File: src/rtl/scaler_pkg.sv
// Shared types and constants for the horizontal/vertical scaler family.
package scaler_pkg;

  // Default fractional width of phase and coefficients, and default pixel width.
  localparam int COE_W = 8;
  localparam int PIX_W = 8;

  // Coefficient: signed, two integer bits above the COE_W fraction (covers -0.07..1.0).
  localparam int COE_T_W = COE_W + 2;
  // Product of a coefficient and a zero-extended pixel.
  localparam int PROD_W  = COE_T_W + PIX_W + 1;
  // Sum of four products.
  localparam int SUM_W   = PROD_W + 2;

  // Cycles from emission decision to de_o/do_o, also the hs/vs delay.
  localparam int PIPE_LAT = 4;

  typedef logic signed [COE_T_W-1:0] coe_t;
  typedef logic signed [PROD_W-1:0]  prod_t;
  typedef logic signed [SUM_W-1:0]   sum_t;

  typedef enum logic [1:0] {IDLE, RUN, FLUSH} state_t;

  // Returns log2(value) when value is a power of two, otherwise -1.
  function automatic int clog2_pow2(input int value);
    for (int i = 0; i < 31; i++) begin
      if (value == (1 << i)) return i;
    end
    return -1;
  endfunction

endpackage

File: src/rtl/scaler_cubic_coe.sv
// Catmull-Rom (a = -0.5) weights for phase t, registered.
// w-1 and w2 are rounded; w1 and w0 are derived so that the weights sum to
// exactly 1.0 and reproduce a linear ramp exactly (first moment equals t).
module scaler_cubic_coe
  import scaler_pkg::*;
#(
  parameter int COE_WIDTH = COE_W
) (
  input  logic                 clk,
  input  logic                 rst,
  input  logic [COE_WIDTH-1:0] t,
  output coe_t                 w_m1,
  output coe_t                 w_0,
  output coe_t                 w_1,
  output coe_t                 w_2
);

  localparam int AW = 3 * COE_WIDTH + 6;
  typedef logic signed [AW-1:0] acc_t;

  localparam acc_t HALF = acc_t'(1) << (2 * COE_WIDTH);
  localparam coe_t ONE  = coe_t'(1 << COE_WIDTH);

  acc_t tt;
  acc_t t2;
  acc_t t3;
  acc_t num_m1;
  acc_t num_2;
  coe_t c_m1;
  coe_t c_0;
  coe_t c_1;
  coe_t c_2;

  // Polynomial evaluation in integer form scaled by 2^(3*COE_WIDTH+1).
  always_comb begin
    tt     = acc_t'(t);
    t2     = tt * tt;
    t3     = t2 * tt;
    num_m1 = (t2 <<< (COE_WIDTH + 1)) - t3 - (tt <<< (2 * COE_WIDTH));
    num_2  = t3 - (t2 <<< COE_WIDTH);
    c_m1   = coe_t'((num_m1 + HALF) >>> (2 * COE_WIDTH + 1));
    c_2    = coe_t'((num_2 + HALF) >>> (2 * COE_WIDTH + 1));
    c_1    = coe_t'(tt) + c_m1 - (c_2 <<< 1);
    c_0    = ONE - c_m1 - c_1 - c_2;
  end

  // Register the weights so the next stage sees them one cycle after t.
  always_ff @(posedge clk or posedge rst) begin
    if (rst) begin
      w_m1 <= '0;
      w_0  <= '0;
      w_1  <= '0;
      w_2  <= '0;
    end else begin
      w_m1 <= c_m1;
      w_0  <= c_0;
      w_1  <= c_1;
      w_2  <= c_2;
    end
  end

endmodule

File: src/rtl/scaler_h.sv
// Streaming horizontal bicubic down-scaler (1:1 .. 4:1), no line buffer.
// A 4-tap window follows the input; an output is emitted when its rightmost
// tap arrives, and two replicated-tap cycles after the last pixel flush the tail.
module scaler_h
  import scaler_pkg::*;
#(
  parameter int LINE_IN_SIZE_MAX = 1024,
  parameter int LINE_STEP        = 128,
  parameter int PIXEL_WIDTH      = PIX_W,
  parameter int COE_WIDTH        = COE_W
) (
  input  logic                   clk,
  input  logic                   rst,
  input  logic [15:0]            line_in_size,
  input  logic [15:0]            scale_step,
  input  logic [PIXEL_WIDTH-1:0] di_i,
  input  logic                   de_i,
  input  logic                   hs_i,
  input  logic                   vs_i,
  output logic [PIXEL_WIDTH-1:0] do_o,
  output logic                   de_o,
  output logic                   hs_o,
  output logic                   vs_o
);

  localparam int FRAC    = clog2_pow2(LINE_STEP);
  localparam int CNT_W   = $clog2(LINE_IN_SIZE_MAX) + 2;
  localparam int POS_W   = CNT_W + FRAC;
  localparam int STEP_W  = FRAC + 3;
  localparam int PIX_MAX = (1 << PIXEL_WIDTH) - 1;

  localparam logic [CNT_W-1:0]  LAST_MAX = CNT_W'(LINE_IN_SIZE_MAX - 1);
  localparam logic [STEP_W-1:0] STEP_MIN = STEP_W'(LINE_STEP);
  localparam logic [STEP_W-1:0] STEP_MAX = STEP_W'(4 * LINE_STEP);

  if (COE_WIDTH != COE_W || PIXEL_WIDTH != PIX_W || FRAC < 1 || FRAC > COE_WIDTH) begin : g_bad_cfg
    $error("scaler_h: LINE_STEP must be a power of two in [2, 2^COE_WIDTH]; widths must match scaler_pkg");
  end

  state_t                  state;
  logic [CNT_W-1:0]        n;
  logic [CNT_W-1:0]        last;
  logic [POS_W-1:0]        pos;
  logic [STEP_W-1:0]       step;
  logic [PIXEL_WIDTH-1:0]  taps   [4];
  logic [PIXEL_WIDTH-1:0]  tap_nx [4];

  logic [STEP_W-1:0]       step_cfg;
  logic [CNT_W-1:0]        last_cfg;
  logic [CNT_W-1:0]        pi;
  logic [POS_W-1:0]        last_pos;
  logic                    adv;
  logic                    emit;
  logic [PIXEL_WIDTH-1:0]  din;
  logic [COE_WIDTH-1:0]    t_nx;

  logic                    v0;
  logic [COE_WIDTH-1:0]    t0;
  logic [PIXEL_WIDTH-1:0]  win0 [4];
  logic                    v1;
  logic [PIXEL_WIDTH-1:0]  win1 [4];
  coe_t                    w    [4];
  logic                    v2;
  prod_t                   prod [4];
  sum_t                    sum;
  sum_t                    rounded;
  logic [PIXEL_WIDTH-1:0]  pix_out;
  logic [PIPE_LAT-1:0]     hs_d;
  logic [PIPE_LAT-1:0]     vs_d;

  assign pi       = pos[POS_W-1:FRAC];
  assign last_pos = {last, {FRAC{1'b0}}};

  // Line configuration as it would be latched on hs_i: clamped step and last index.
  always_comb begin
    if (scale_step < 16'(LINE_STEP))          step_cfg = STEP_MIN;
    else if (scale_step > 16'(4 * LINE_STEP)) step_cfg = STEP_MAX;
    else                                      step_cfg = STEP_W'(scale_step);
    if (line_in_size > 16'(LINE_IN_SIZE_MAX - 1)) last_cfg = LAST_MAX;
    else                                          last_cfg = CNT_W'(line_in_size);
  end

  // Window advance and emission decision; FLUSH feeds the last pixel back in.
  always_comb begin
    adv = 1'b0;
    if (!hs_i) begin
      if (state == RUN)        adv = de_i;
      else if (state == FLUSH) adv = 1'b1;
    end
    din = (state == FLUSH) ? taps[3] : di_i;
    if (n == '0) begin
      for (int i = 0; i < 4; i++) tap_nx[i] = din;
    end else begin
      tap_nx[0] = taps[1];
      tap_nx[1] = taps[2];
      tap_nx[2] = taps[3];
      tap_nx[3] = din;
    end
    emit = adv && (pi + CNT_W'(2) == n) && (pos <= last_pos);
    t_nx = COE_WIDTH'(pos[FRAC-1:0]) << (COE_WIDTH - FRAC);
  end

  // Line FSM, position accumulator, window and the emission stage registers.
  always_ff @(posedge clk or posedge rst) begin
    if (rst) begin
      state <= IDLE;
      n     <= '0;
      last  <= '0;
      pos   <= '0;
      step  <= STEP_MIN;
      v0    <= 1'b0;
      t0    <= '0;
      for (int i = 0; i < 4; i++) begin
        taps[i] <= '0;
        win0[i] <= '0;
      end
    end else begin
      v0 <= emit;
      if (emit) begin
        t0 <= t_nx;
        for (int i = 0; i < 4; i++) win0[i] <= tap_nx[i];
      end
      if (hs_i) begin
        state <= RUN;
        n     <= '0;
        pos   <= '0;
        step  <= step_cfg;
        last  <= last_cfg;
      end else if (adv) begin
        for (int i = 0; i < 4; i++) taps[i] <= tap_nx[i];
        n <= n + CNT_W'(1);
        if (emit) pos <= pos + POS_W'(step);
        if (state == RUN && n == last)                       state <= FLUSH;
        else if (state == FLUSH && n == last + CNT_W'(2))    state <= IDLE;
      end
    end
  end

  scaler_cubic_coe #(
    .COE_WIDTH (COE_WIDTH)
  ) u_coe (
    .clk  (clk),
    .rst  (rst),
    .t    (t0),
    .w_m1 (w[0]),
    .w_0  (w[1]),
    .w_1  (w[2]),
    .w_2  (w[3])
  );

  // Keep the window aligned with the weights, then form the four products.
  always_ff @(posedge clk or posedge rst) begin
    if (rst) begin
      v1 <= 1'b0;
      v2 <= 1'b0;
      for (int i = 0; i < 4; i++) begin
        win1[i] <= '0;
        prod[i] <= '0;
      end
    end else begin
      v1 <= v0;
      v2 <= v1;
      for (int i = 0; i < 4; i++) begin
        win1[i] <= win0[i];
        prod[i] <= prod_t'(w[i]) * prod_t'($signed({1'b0, win1[i]}));
      end
    end
  end

  // Sum, round half-up and clamp to the pixel range.
  always_comb begin
    sum     = sum_t'(prod[0]) + sum_t'(prod[1]) + sum_t'(prod[2]) + sum_t'(prod[3]);
    rounded = (sum + sum_t'(1 << (COE_WIDTH - 1))) >>> COE_WIDTH;
    if (rounded[SUM_W-1])                  pix_out = '0;
    else if (rounded > sum_t'(PIX_MAX))    pix_out = PIXEL_WIDTH'(PIX_MAX);
    else                                   pix_out = PIXEL_WIDTH'(rounded);
  end

  // Output register plus the matching hs/vs delay line.
  always_ff @(posedge clk or posedge rst) begin
    if (rst) begin
      do_o <= '0;
      de_o <= 1'b0;
      hs_d <= '0;
      vs_d <= '0;
    end else begin
      do_o <= v2 ? pix_out : '0;
      de_o <= v2;
      hs_d <= {hs_d[PIPE_LAT-2:0], hs_i};
      vs_d <= {vs_d[PIPE_LAT-2:0], vs_i & hs_i};
    end
  end

  assign hs_o = hs_d[PIPE_LAT-1];
  assign vs_o = vs_d[PIPE_LAT-1];

endmodule

File: config.mk
export PLATFORM = sky130hd
export DESIGN_NAME = scaler_h
export DESIGN_NICKNAME = d
export VERILOG_FILES = /design/src/rtl/scaler_pkg.sv /design/src/rtl/scaler_cubic_coe.sv /design/src/rtl/scaler_h.sv
export SDC_FILE = /design/constraint.sdc
export NUM_CORES = 2
export LEC_CHECK = 0
export CORE_MARGIN = 1.5
export CORE_UTILIZATION = 59
export DETAILED_ROUTE_END_ITERATION = 10
export MAX_ROUTING_LAYER = met4
export PLACE_DENSITY = 0.85
export SETUP_SLACK_MARGIN = 0.15
export SYNTH_ARGS = -nofsm -noshare
export SYNTH_HDL_FRONTEND = slang
export SYNTH_SLANG_ARGS = --single-unit
export TNS_END_PERCENT = 10
File: constraint.sdc
create_clock -name clk -period 13.62 [get_ports clk]
set_input_delay 2.043 -clock clk [delete_from_list [all_inputs] [get_ports clk]]
set_output_delay 2.043 -clock clk [all_outputs]
set_load 0.01 [all_outputs]
==> flow_metrics.py <==
metrics = {
    "outcome": {
        "status": "finished, violations left",
        "violations": "setup timing",
    },
    "hold_path": {
        "hold_path_end": "vs_d[1]",
        "worst_hold_path_type": "register to register",
        "min_from": "vs_d[0]",
        "holdPathStages": 0,
    },
    "synth": {
        "yosys.cell_count.top_type": "inv_1",
        "synth_common_cells": "inv_1 (614), fa_1 (395), ha_1 (395)",
        "syn_inst": 3253,
        "synthMuxAreaShare_pct": 0.433,
        "synth_edf_count": 0,
        "syn_area_mm2": 0.0312,
        "synth_warnings": 0,
        "ys_types": 72,
        "synthXorXnorAreaFrac_pct": 5.21,
        "synthAdderAreaFrac_pct": 41.1,
        "syn_area_per_cell_um2": 9.60,
        "synth_top_family_by_area": "adder cells",
        "yosysTopAreaCellShare_pct": 25.3,
        "async_flop_share_pct": 100,
        "synth_ff_type": "dfrtp_1",
        "yosysSeqAreaShare_pct": 22.8,
        "synth-simple-area-share_pct": 14.1,
        "synthTopCellsByArea": "fa_1 (25%), dfrtp_1 (23%), ha_1 (16%)",
        "synth_compound_area_share_pct": 8.15,
        "synth-seq-cells": 284,
        "synth_area_leader_cell": "fa_1",
    },
    "timing": {
        "finalSetupTns_ns": -0.0205,
        "final_hold_viol_count": 0,
        "whs_ns": 0.348,
        "layout_setup_ws_ns": -0.0205,
        "worst_slew_pin_slew_ns": 1.04,
        "rsz0062_at_grt": "true",
        "fin_worst_skew_ns": 0.0222,
        "finalCriticalPeriod_ns": 13.64,
        "slew_headroom_pct": 30.7,
        "setup_viol_count_final": 1,
        "period_share_pct": 100,
        "timing.fmax_mhz": 73.3,
        "slew_violations": 0,
    },
    "finish": {
        "syn2layout_area_growth_pct": 11.0,
        "nNetsFinal": 4176,
        "drive_above_1_share_pct": 7.25,
        "fin_area_mm2": 0.0347,
        "nFillCells": 3737,
    },
    "worst_setup_path": {
        "r2r-start": "t0[4]",
        "crit_arrival_ns": 14.09,
        "cp_common_cell": "ha_1",
        "worstSetupEndpointType": "register",
        "reg2reg_slack_ns": -0.02,
        "slowest_delay_ns": 0.56,
        "crit_required_ns": 14.07,
        "slowest_stage": "fa_1",
        "start_kind": "register",
        "worstSetupPathType": "register to register",
        "ff2ff_path_depth": 60,
        "r2r_end": "u_coe.w_0[9]",
        "cp_max_fo": 5,
    },
    "drt": {
        "drt_iter0_drc": 1457,
        "drtPass1Iterations": 5,
        "drtAntennaViolNets": 0,
        "post-route-drc-count": 0,
        "routed_wl_mm": 75.4,
        "vias": 23000,
        "via_per_inst": 5.66,
        "avgRoutedWirePerCell_um": 18.6,
    },
    "die": {
        "fp-row-count": 84,
        "io_pins": 56,
        "die-area_mm2": 0.0543,
        "start_util_pct": 59.6,
        "die_w_um": 233,
        "core_mm2": 0.0524,
        "die_h_um": 233,
    },
    "place": {
        "portBuffers": 55,
        "place_area_mm2": 0.0327,
        "pre_cts_ws_ns": -0.250,
        "place_congestion": 0.942,
        "post-dp-hpwl_mm": 56.3,
    },
    "clocking": {
        "h-tree-depth": 2,
        "postCtsHoldBufs": 0,
        "cts_inserted_buffers": 34,
        "cts_buffer_depth": 3,
        "clk_pin_slew_ns": 0.06,
        "cts-root-buf": "clkbuf_16",
        "insertion_delay_ns": 0.55,
        "cts_sinks": 284,
        "cts_tree": "done",
    },
    "grt": {
        "grt_max_degree": 138,
        "gr-total-overflow": 0,
        "antenna_found_initial": 2,
        "grt_use_total_pct": 28.1,
        "grt_pass1_wl_mm": 117,
        "grt_pass1_vias": 23700,
    },
    "job": {
        "drv_cap": 0,
    },
}
## registers in the layout, summed over array words and instances, names as in the netlist, 12 cells and up
name / flops
pos: 19
taps: 24
win1: 32
prod: 76
last: 12
win0: 32
n: 12
## per-layer routing
metal	GRT usage (%)	vias up	part of all wire, %	wire [um]
met5	-	-	0	0
met4	11.8	0	5.3	4000
met3	4.11	280	6.3	4740
met2	46.7	875	49	36700
met1	34.4	11400	40	30000
li1	-	10500	-	-
## worst max-delay path, delay by kind of cell (launching register included)
kind / cells / cell delay, ns
compound gates: 15 / 2.40
flops: 1 / 0.45
fa+ha+maj: 17 / 6.76
buf+inv: 11 / 1.05
simple gates: 9 / 1.35
xor+xnor: 8 / 1.52
## placed cells by master, fill, tap and decap left out, drive strengths merged, types with 6 or more instances in the layout
cell / Yosys / routed
dfrtp: 283 / 283
or2: 7 / 7
nand4: 16 / 16
and2: 255 / 255
nor2: 139 / 139
a21boi: 13 / 13
nand2: 289 / 289
a22o: 8 / 8
or3: 9 / 9
xnor2: 136 / 136
o21bai: 13 / 13
a21oi: 93 / 93
clkinv: 0 / 6
inv: 614 / 617
a21o: 29 / 29
nor4: 16 / 16
and3: 8 / 8
a211oi: 13 / 13
fa: 395 / 395
a31o: 6 / 6
nor3: 35 / 35
nand2b: 11 / 11
mux2i: 9 / 9
buf: 13 / 61
clkbuf: 52 / 46
xor2: 49 / 49
nand3: 35 / 35
nor2b: 33 / 33
o21a: 19 / 19
clkdlybuf4s50: 0 / 55
o21ai: 190 / 190
ha: 395 / 395
## timing repair
item | in CTS | in global routing
cloned | 0 | 0
endpoints found under the setup margin | 1 | 3
pin swaps | 1 | 58
buffers inserted | 0 | 18
gates resized for setup | 17 | 113
## metrics by stage
step / utilization, % / std cells
floorplan: - / 3254
global placement: 62.4 / 3975
detailed placement: 62.4 / 3975
CTS: 64.8 / 4036
global route: 66.1 / 4055
finish: 66.1 / 4055
## cells by family (layout without fill, tap and decap cells)
logic type / Yosys count / after routing
AND/OR/NAND/NOR: 875 / 875
adder cells (fa/ha/maj): 790 / 790
buffers and inverters: 679 / 791
AO/OA/AOI/OAI: 426 / 426
flip-flops: 284 / 284
XOR/XNOR: 185 / 185
multiplexers: 13 / 13
other: 1 / 3
## worst max path at each step
stage	cells past startpoint	to	start
5_1_grt	59	u_coe.w_0[9]	t0[4]
3_5_place_dp	57	u_coe.w_0[9]	t0[3]
6_report	60	u_coe.w_0[9]	t0[4]
2_1_floorplan	59	u_coe.w_0[9]	t0[3]
4_1_cts	57	u_coe.w_0[9]	t0[3]
3_3_place_gp	57	u_coe.w_0[9]	t0[5]
## final cells by class
| class | count | area (um^2) | share of cell area, % |
|---|---|---|---|
| clock inverters | 15 | 175 | 0.505 |
| inverters | 614 | 2310 | 6.68 |
| multi-input cells | 2291 | 22200 | 64.0 |
| flip-flops and latches | 284 | 7110 | 20.5 |
| diodes | 1 | 2.50 | 0.00722 |
| clock buffers | 46 | 1000 | 2.88 |
| well taps | 688 | 861 | 2.48 |
| repair buffers | 116 | 1010 | 2.91 |
Power is not shown: default switching activity piles up to over one toggle a cycle in this logic, so the estimate is an artifact.
==> edit (config.mk and constraints unchanged) <==
Register the input `line_in_size` before use. The logic sees it one clock later. The other inputs are not delayed to match.
--- a/src/rtl/scaler_h.sv
+++ b/src/rtl/scaler_h.sv
@@ -33,6 +33,12 @@
   localparam logic [STEP_W-1:0] STEP_MIN = STEP_W'(LINE_STEP);
   localparam logic [STEP_W-1:0] STEP_MAX = STEP_W'(4 * LINE_STEP);
 
+  logic [15:0] line_in_size_q;
+
+  always_ff @(posedge clk) begin
+    line_in_size_q <= line_in_size;
+  end
+
   if (COE_WIDTH != COE_W || PIXEL_WIDTH != PIX_W || FRAC < 1 || FRAC > COE_WIDTH) begin : g_bad_cfg
     $error("scaler_h: LINE_STEP must be a power of two in [2, 2^COE_WIDTH]; widths must match scaler_pkg");
   end
@@ -76,8 +82,8 @@
     if (scale_step < 16'(LINE_STEP))          step_cfg = STEP_MIN;
     else if (scale_step > 16'(4 * LINE_STEP)) step_cfg = STEP_MAX;
     else                                      step_cfg = STEP_W'(scale_step);
-    if (line_in_size > 16'(LINE_IN_SIZE_MAX - 1)) last_cfg = LAST_MAX;
-    else                                          last_cfg = CNT_W'(line_in_size);
+    if (line_in_size_q > 16'(LINE_IN_SIZE_MAX - 1)) last_cfg = LAST_MAX;
+    else                                          last_cfg = CNT_W'(line_in_size_q);
   end
 
   // Window advance and emission decision; FLUSH feeds the last pixel back in.
Function: same outputs for any inputs over 4 cycles, from zero or initial values and one cycle with rst high; that may be too few to reach the edited logic, so the function may still have changed.
==> edit against the unedited design <==
- utilization decreased by 1.0 points
- sequential cell count increased by 16
- wire length decreased by 5.0%
- synthesized cell count increased by 2.5%
- final area increased by 0.81%
- maximum frequency increased by 1.8%
- area after synthesis increased by 2.3%
- worst setup slack improved by 0.25 ns
- worst hold slack got worse by 0.0024 ns
- sequential share of layout area increased by 0.76 points
- die area increased by 2.2%
- critical endpoint unchanged
Power is not shown: default switching activity piles up to over one toggle a cycle in this logic, so the estimate is an artifact.
==> edit: results (changes against the unedited design) <==
synth:
  synth-edff-count: 0  # unchanged
  ys_types: 81  # +13%
  synth_warnings: 0  # unchanged
  yosysMostFrequentCell: "inv_1"
  synth_commonest_cells: "inv_1, fa_1, ha_1"
  async_flop_share_pct: 94.67  # -5.3 points
  synth_ff_type: "dfrtp_1"
  synth_area_leaders: "fa_1, dfrtp_1, ha_1, inv_1, and2_1"
  ys_seq_area_share_pct: 23.25  # +0.50 points
grt:
  antenna_found_initial: 2  # unchanged
  grt_pass1_vias: 24287  # +2.6%
  grt_use_met1_pct: 33.23  # -1.2 points
  track_usage_pct: 26.97  # -1.2 points
  use_met2_pct: 46.37  # -0.34 points
  grt_first_pass_wirelength_um: 118200  # +0.82%
  grt_use_met3_pct: 3.318  # -0.80 points
  grt_max_degree: 154  # +12%
detailed_routing:
  wl_um: 71620  # -5.0%
  initialDrtViolationCount: 1417  # -2.7%
  wl_met2_um: 36090  # -1.7%
  wl_met1_um: 29470  # -1.7%
  wl_met3_um: 3784  # -20%
  vias: 23158  # +0.82%
  final_antenna_net_count: 0  # unchanged
  firstDrtPassIters: 5  # unchanged
worst_setup_path:
  cp_data_arrival_time_ns: 13.85  # -0.24 ns
  slowest_delay_ns: 0.55
  worst-path-max-fanout: 7  # +2
  slowest_stage: "fa_1"
clock_tree:
  clock-sinks: 300  # +5.6%
  insertion_delay_ns: 0.54
  cts_setup_buffers: 4  # +4
  cts_made_buffers: 34  # unchanged
  h-tree-depth: 2  # unchanged
  root_buffer: "clkbuf_16"
  cts_max_path_buffers: 3  # unchanged
  clkSlewWorstSetupHoldPaths_ns: 0.06  # about the same
  cts_resized: 4  # -13
place:
  place_hpwl_um: 55150  # -2.1%
  preCtsSetupSlack_ns: -0.1556  # +0.09436 ns
  place_congestion: 0.9265  # -1.6%
layout:
  layout.nets: 4238  # +1.5%
  nonClkBufAreaFrac_pct: 2.495  # -0.41 points
  clk_share_pct: 3.179  # -0.21 points
  n_all_buffers: 98  # -16%
  num-clock-buffers: 50  # +8.7%
  regArea_sq_mm: 0.007430  # +4.5%
  nFillCells: 3909  # +4.6%
  drive_gt1_share_pct: 5.338  # -1.9 points
  num_antenna_cells: 1  # unchanged
  largest_class: "multi-input combinational cells"
  reg_top3: "prod (76), win0 (32), win1 (32)"
  n_all_inverters: 620  # +0.98%
  multi_input_area_share_pct: 63.89  # -0.14 points
  multi_input_gates: 2349  # +2.5%
sta:
  fin_worst_skew_ns: 0.01871  # -0.003474 ns
  worst_pin_slew_ns: 1.179  # +0.1397 ns
outcome:
  status: "complete, no violations"
floorplanning:
  fp.coreArea_sq_mm: 0.05371  # +2.4%
min_path:
  hold_path_class: "register to register"
edit: changes by cell type in the layout (fill, tap and decap cells not counted), sizes merged, moves of 9 or more:
cell	unedited run	this run
and3	8	31
dfxtp	0	16
o21ai	190	176
nor2	139	166
buf	61	44
a21oi	93	81
nand3	35	44
edit: critical path, delay by kind of cell (launching register included):
kind / cells / cell delay, ns
adders and majority gates: 16 / 6.77
AOI/OAI and AO/OA: 14 / 2.47
and+or+nand+nor: 11 / 1.72
xor gates and xnor gates: 8 / 1.37
buffers and inverters: 8 / 0.60
DFF: 1 / 0.37
edit: per-stage QoR:
| stage | utilization, % | cell area [sq um] | std cells | hold WS, ns | TNS, ns |
|---|---|---|---|---|---|
| after global routing | 65.07 | 34950 | 4125 | 0.3472 | -0.2463 |
| after global placement | 62.10 | 33350 | 4050 | 0.3325 | 0 |
| after floorplan | - | 31950 | 3334 | 0.3312 | 0 |
| after CTS | 64.26 | 34510 | 4115 | 0.3461 | 0 |
| final | 65.07 | 34950 | 4125 | 0.3453 | 0 |
| after detailed placement | 62.10 | 33350 | 4050 | 0.3347 | -0.1556 |
edit: worst paths after layout:
path,startpoint,cells after the start,to,slack [ns]
min reg2reg,v0,0,v1,0.35
max reg2reg,t0[7],57,u_coe.w_0[9],0.23
max in group asynchronous,rst,3,prod[52],9.86
max,t0[7],57,u_coe.w_0[9],0.23
min,v0,0,v1,0.35
min in group asynchronous,rst,2,vs_d[3],2.09
edit: cell families after synthesis:
group,count (synthesis),synth area share [%]
simple gates,948,14.87
fa+ha+maj,790,40.22
buf+inv,685,8.068
compound gates,409,7.943
flops,300,23.25
xor+xnor,181,5.005
mux,19,0.6267
other cells,1,0.01174
